## config.mk

```make
export PLATFORM = sky130hd
export DESIGN_NAME = cp0_int_unit
export DESIGN_NICKNAME = d
export VERILOG_FILES = /design/src/rtl/cp0_int_unit_pkg.sv /design/src/rtl/cp0_int_unit_int_sync_cap.sv /design/src/rtl/cp0_int_unit.sv
export SDC_FILE = /design/constraint.sdc
export NUM_CORES = 1
export LEC_CHECK = 0
export CAP_MARGIN = 0
export CORE_ASPECT_RATIO = 1.4
export CORE_MARGIN = 3
export CORE_UTILIZATION = 45
export CTS_CLUSTER_DIAMETER = 150
export DETAILED_ROUTE_END_ITERATION = 16
export PLACE_DENSITY = 0.85
export SKIP_CTS_REPAIR_TIMING = 1
export SLEW_MARGIN = 20
export SYNTH_ARGS = -nofsm -noshare
export SYNTH_HDL_FRONTEND = slang
export SYNTH_SLANG_ARGS = --single-unit
export TNS_END_PERCENT = 50
```

## constraint.sdc

```tcl
create_clock -name clk -period 6.3 [get_ports clk]
set_clock_uncertainty 0.15 [all_clocks]
set_input_delay 1.89 -clock clk [delete_from_list [all_inputs] [get_ports clk]]
set_output_delay 1.89 -clock clk [all_outputs]
set_load 0.005 [all_outputs]
```

## src/rtl/cp0_int_unit_pkg.sv

```systemverilog
// Shared CP0 constants: register numbers, field positions and ExcCode values.
package cp0_int_unit_pkg;

   localparam logic [4:0] CP0_SR    = 5'd12;
   localparam logic [4:0] CP0_CAUSE = 5'd13;
   localparam logic [4:0] CP0_EPC   = 5'd14;
   localparam logic [4:0] CP0_PRID  = 5'd15;

   localparam int SR_IE    = 0;
   localparam int SR_EXL   = 1;
   localparam int CAUSE_BD = 31;
   localparam int IP_BASE  = 10;
   localparam int EXC_LSB  = 2;

   typedef enum logic [4:0] {
      EXC_INT  = 5'd0,
      EXC_ADEL = 5'd4,
      EXC_ADES = 5'd5,
      EXC_RI   = 5'd10,
      EXC_OV   = 5'd12
   } exc_code_e;

   // A delay-slot instruction restarts at its branch.
   function automatic logic [31:0] epc_target(input logic [31:0] pc, input logic bd);
      return bd ? pc - 32'd4 : pc;
   endfunction

endpackage

```

## src/rtl/cp0_int_unit_int_sync_cap.sv

```systemverilog
// Two-flop synchroniser plus per-line capture: level lines follow s2,
// edge lines latch a rising s2 until cleared (a new rise beats the clear).
module int_sync_cap #(
   parameter int               N_INT     = 6,
   parameter logic [N_INT-1:0] EDGE_MASK = '0
) (
   input  logic             clk,
   input  logic             reset,
   input  logic [N_INT-1:0] i_hw_int,
   input  logic [N_INT-1:0] i_clr,
   output logic [N_INT-1:0] o_ip
);

   logic [N_INT-1:0] r_s1, r_s2, r_s2_d, r_ip;
   logic [N_INT-1:0] w_ip_nxt;

   always_comb begin
      w_ip_nxt = '0;
      for (int i = 0; i < N_INT; i++)
         w_ip_nxt[i] = EDGE_MASK[i] ? ((r_ip[i] & ~i_clr[i]) | (r_s2[i] & ~r_s2_d[i]))
                                    : r_s2[i];
   end

   always_ff @(posedge clk) begin
      if (reset) begin
         r_s1   <= '0;
         r_s2   <= '0;
         r_s2_d <= '0;
         r_ip   <= '0;
      end else begin
         r_s1   <= i_hw_int;
         r_s2   <= r_s1;
         r_s2_d <= r_s2;
         r_ip   <= w_ip_nxt;
      end
   end

   assign o_ip = r_ip;

endmodule

```

## src/rtl/cp0_int_unit.sv

```systemverilog
// CP0 beside the M stage: SR/Cause/EPC/PRId, interrupt aggregation,
// exception/interrupt entry and eret return.
module cp0_int_unit
   import cp0_int_unit_pkg::*;
#(
   parameter int               N_INT     = 6,
   parameter logic [N_INT-1:0] EDGE_MASK = '0,
   parameter logic [31:0]      EXC_VEC   = 32'h0000_4180,
   parameter logic [31:0]      PRID_VAL  = 32'h0000_0001
) (
   input  logic             clk,
   input  logic             reset,
   input  logic [N_INT-1:0] hw_int,
   input  logic [4:0]       cp0_addr,
   input  logic             cp0_we,
   input  logic [31:0]      cp0_wdata,
   output logic [31:0]      cp0_rdata,
   input  logic [31:0]      pc_m,
   input  logic             bd_m,
   input  logic             exc_valid_m,
   input  logic [4:0]       exc_code_m,
   input  logic             eret_m,
   output logic             take_exc,
   output logic [31:0]      epc,
   output logic             int_pend
);

   logic [N_INT-1:0] r_im, w_ip, w_clr;
   logic             r_ie, r_exl, r_bd, r_int_pend;
   logic [4:0]       r_code;
   logic [31:0]      r_epc;
   logic             w_wr_sr, w_wr_cause, w_wr_epc;
   logic [31:0]      w_sr, w_cause;
   logic [31:0]      w_unused_vec;

   // The redirect target is applied in the datapath; only the parameter lives here.
   assign w_unused_vec = EXC_VEC;

   assign take_exc   = (r_int_pend | exc_valid_m) & ~reset;
   assign w_wr_sr    = cp0_we & (cp0_addr == CP0_SR);
   assign w_wr_cause = cp0_we & (cp0_addr == CP0_CAUSE);
   assign w_wr_epc   = cp0_we & (cp0_addr == CP0_EPC);
   assign w_clr      = (w_wr_cause & ~take_exc) ? (~cp0_wdata[IP_BASE +: N_INT] & EDGE_MASK) : '0;

   int_sync_cap #(.N_INT(N_INT), .EDGE_MASK(EDGE_MASK)) u_cap (
      .clk      (clk),
      .reset    (reset),
      .i_hw_int (hw_int),
      .i_clr    (w_clr),
      .o_ip     (w_ip)
   );

   always_ff @(posedge clk) begin
      if (reset) begin
         r_im       <= '0;
         r_ie       <= 1'b0;
         r_exl      <= 1'b0;
         r_bd       <= 1'b0;
         r_code     <= '0;
         r_epc      <= '0;
         r_int_pend <= 1'b0;
      end else begin
         r_int_pend <= r_ie & ~r_exl & (|(w_ip & r_im));
         if (take_exc) begin
            // Nested entry keeps the original return point.
            if (!r_exl) begin
               r_epc <= epc_target(pc_m, bd_m);
               r_bd  <= bd_m;
            end
            r_exl  <= 1'b1;
            r_code <= r_int_pend ? EXC_INT : exc_code_m;
         end else begin
            if (w_wr_sr) begin
               r_im  <= cp0_wdata[IP_BASE +: N_INT];
               r_ie  <= cp0_wdata[SR_IE];
               r_exl <= cp0_wdata[SR_EXL];
            end
            if (w_wr_epc) r_epc <= {cp0_wdata[31:2], 2'b00};
            if (eret_m)   r_exl <= 1'b0;
         end
      end
   end

   always_comb begin
      w_sr                   = '0;
      w_sr[IP_BASE +: N_INT] = r_im;
      w_sr[SR_EXL]           = r_exl;
      w_sr[SR_IE]            = r_ie;
      w_cause                     = '0;
      w_cause[CAUSE_BD]           = r_bd;
      w_cause[IP_BASE +: N_INT]   = w_ip;
      w_cause[EXC_LSB +: 5]       = r_code;
      case (cp0_addr)
         CP0_SR:    cp0_rdata = w_sr;
         CP0_CAUSE: cp0_rdata = w_cause;
         CP0_EPC:   cp0_rdata = r_epc;
         CP0_PRID:  cp0_rdata = PRID_VAL;
         default:   cp0_rdata = '0;
      endcase
   end

   assign epc      = r_epc;
   assign int_pend = r_int_pend;

endmodule

```

==> results.sh <==
export IMPL_via_per_inst=5.63
export IMPL_synth_commonest_cells="dfxtp_1, nor2_1, clkbuf_1"
export IMPL_die_h_um=111
export IMPL_grt_setup_unrepaired="false"
export IMPL_gr_total_overflow=0
export IMPL_clkLatencyLatePin_ns=0.34
export IMPL_r2r_setup_slack_ns=3.99
export IMPL_nets=650
export IMPL_start_util_pct=47.2
export IMPL_clock_sinks=65
export IMPL_max_cap_violations=0
export IMPL_slowest_stage="clkdlybuf4s50_1"
export IMPL_cp_end_kind="primary output"
export IMPL_fin_tns_setup_ns=0
export IMPL_crit_type="input port to primary output"
export IMPL_syn_cell_area_mm2=0.00352
export IMPL_drt_iter0_drc=248
export IMPL_gp_congestion=1.02
export IMPL_die_w_um=80.7
export IMPL_outcome="completed"
export IMPL_cts_inserted_buffers=9
export IMPL_drv_slew=0
export IMPL_die_area_mm2=0.00892
export IMPL_syn_inst=419
export IMPL_finalSetupViolCount=0
export IMPL_cts_buffer_depth=2
export IMPL_drive_gt1_share_pct=7.75
export IMPL_syn2layout_area_growth_pct=51.1
export IMPL_hold_violations=0
export IMPL_leakage_nw=1.98
export IMPL_crit_top_cell="clkdlybuf4s50_1"
export IMPL_nFillCells=612
export IMPL_netlist_top_cell_by_area="dfxtp_1"
export IMPL_antenna_found_initial=0
export IMPL_antenna_cells=0
export IMPL_num_rows=37
export IMPL_hp_class="register to register"
export IMPL_fin_crit_ns=5.98
export IMPL_async_flop_share_pct=0
export IMPL_ios=152
export IMPL_dr_pass1_iters=5
export IMPL_period_share_pct=94.9
export IMPL_drtAntennaViolNets=0
export IMPL_cts_root_buf="clkbuf_8"
export IMPL_netlist_top_cells_area="dfxtp_1, mux2i_1, nor2_1"
export IMPL_yosysMostFrequentCell="dfxtp_1"
export IMPL_yosysWarnings=0
export IMPL_grt_pass1_vias=3600
export IMPL_yosysSeqAreaShare_pct=37.0
export IMPL_crit_fanout=25
export IMPL_crit_arrival_ns=3.94
export IMPL_max_slew_margin_pct=55.9
export IMPL_power_density_mw_per_mm2=187
export IMPL_fmax_ghz=0.167
export IMPL_dpl_hpwl_um=9050
export IMPL_port_buffer_count=151
export IMPL_yosys_most_used_dff="dfxtp_1"
export IMPL_htree_levels=3
export IMPL_drc_errors=0
export IMPL_worst_pin_slew_ns=0.656
export IMPL_vias=3745
export IMPL_required_ns=4.26
export IMPL_grt_pass1_wl_um=18600
export IMPL_cp_top_family="buffers and inverters"
export IMPL_synth_edf_count=0
export IMPL_ys_seq_elements=65
export IMPL_synth_nets=506
export IMPL_crit_path_cell_trace="clkdlybuf4s50_1 > nor2b_1 > buf_4 > a22oi_1 > nor2_1 > clkdlybuf4s50_1"
export IMPL_wire_per_inst_um=17.7
export IMPL_fp_coreArea_mm2=0.00745
export IMPL_irDropWorstVdd_uv=110
export IMPL_slowest_delay_ns=0.81
export IMPL_track_usage_pct=26.5
export IMPL_grt_max_degree=67
export IMPL_total_power_uw=991
export IMPL_path_buf_inv=3
export IMPL_syn_avg_cell_area_um2=8.39
export IMPL_cts_tree="built"
export IMPL_crit_path_start_kind="input port"
export IMPL_clk_pin_slew_ns=0.07
export IMPL_yosys_area_top_type_share_pct=37.0
export IMPL_wirelength_um=11800
export IMPL_yosys_cell_types_count=50
-- power by group --
part | internal, mW | leakage, nW | switching (mW) | total [mW]
clock | 0.192 | 0.0953 | 0.161 | 0.353
combinational | 0.107 | 1.35 | 0.0821 | 0.189
sequential | 0.432 | 0.533 | 0.0166 | 0.448
total | 0.731 | 1.98 | 0.260 | 0.991
-- per-layer routing --
metal | global-route usage, % | share of wire [%] | vias to the layer above
met1 | 33.1 | 39 | 1752
met3 | 5.06 | 7.5 | 17
met4 | 9.24 | 1.9 | 0
met5 | 0 | 0 | -
met2 | 44.9 | 51 | 172
li1 | - | - | 1804
-- per-stage QoR --
stage / setup WS, ns / cells / hold slack (ns) / cell area [um^2] / utilization (%)
after global routing: 0.175 / 665 / 0.301 / 5310 / 71.3
after global placement: 0.410 / 649 / 0.273 / 5120 / 68.6
after detailed placement: 0.324 / 649 / 0.275 / 5120 / 68.6
final: 0.320 / 665 / 0.291 / 5310 / 71.3
after CTS: 0.322 / 665 / 0.293 / 5310 / 71.3
after floorplan: 1.41 / 419 / 0.264 / 3520 / -
-- worst paths after layout --
path | startpoint | endpoint | depth (start not counted)
worst max register to register | int_pend | epc[22] | 7
worst max-delay path | cp0_addr[1] | cp0_rdata[3] | 6
worst min-delay path | u_cap.r_s1[3] | u_cap.r_s2[3] | 1
worst min register to register | u_cap.r_s1[3] | u_cap.r_s2[3] | 1
-- flip-flops by register name, indices dropped and copies added, names as in the netlist, 5 cells and up --
name,count
epc,32
r_im,6
u_cap.o_ip,6
u_cap.r_s1,6
u_cap.r_s2,6
r_code,5
-- placed cells by master (no fill, tap or decap), types with 2 or more instances in the layout --
master,n
clkinv_2,2
o22ai_1,5
a31oi_1,3
a211o_1,9
o31ai_1,4
inv_1,3
nand4_1,5
a21oi_1,21
o211ai_1,5
nor3_2,2
xnor2_1,8
clkbuf_8,10
buf_4,13
clkdlybuf4s50_1,150
and3_1,18
or3_2,2
a311o_1,2
or4_4,3
clkinvlp_4,2
nor4_4,2
o21ai_0,4
nor2b_1,20
nor3_1,13
nand2_1,24
nand3_1,13
nand3b_1,8
o221ai_1,2
nand4b_1,3
nor4_1,3
a211oi_1,8
mux2i_1,24
nor2_1,59
or3_1,4
xor2_1,15
or4_1,4
a221oi_1,2
a22oi_1,11
dfxtp_1,65
nor4b_1,2
-- area by class of cell --
| type | count | area [um^2] | area share (%) |
|---|---|---|---|
| Multi-Input combinational cell | 320 | 2080 | 39.1 |
| Sequential cell | 65 | 1300 | 24.5 |
| Clock buffer | 11 | 141 | 2.66 |
| Timing Repair Buffer | 164 | 1600 | 30.2 |
| Clock inverter | 5 | 55.1 | 1.04 |
| Tap cell | 97 | 121 | 2.28 |
| Inverter | 3 | 11.3 | 0.212 |
-- kinds of logic after synthesis --
kind of cell / count (synthesis) / share of synthesized area (%)
flops: 65 / 37.0
simple gates: 194 / 31.0
mux: 24 / 6.83
buf+inv: 34 / 3.88
fa+ha+maj: 1 / 0.356
compound gates: 78 / 15.2
xor+xnor: 23 / 5.73
No activity file was read; power rests on OpenSTA's default activity.
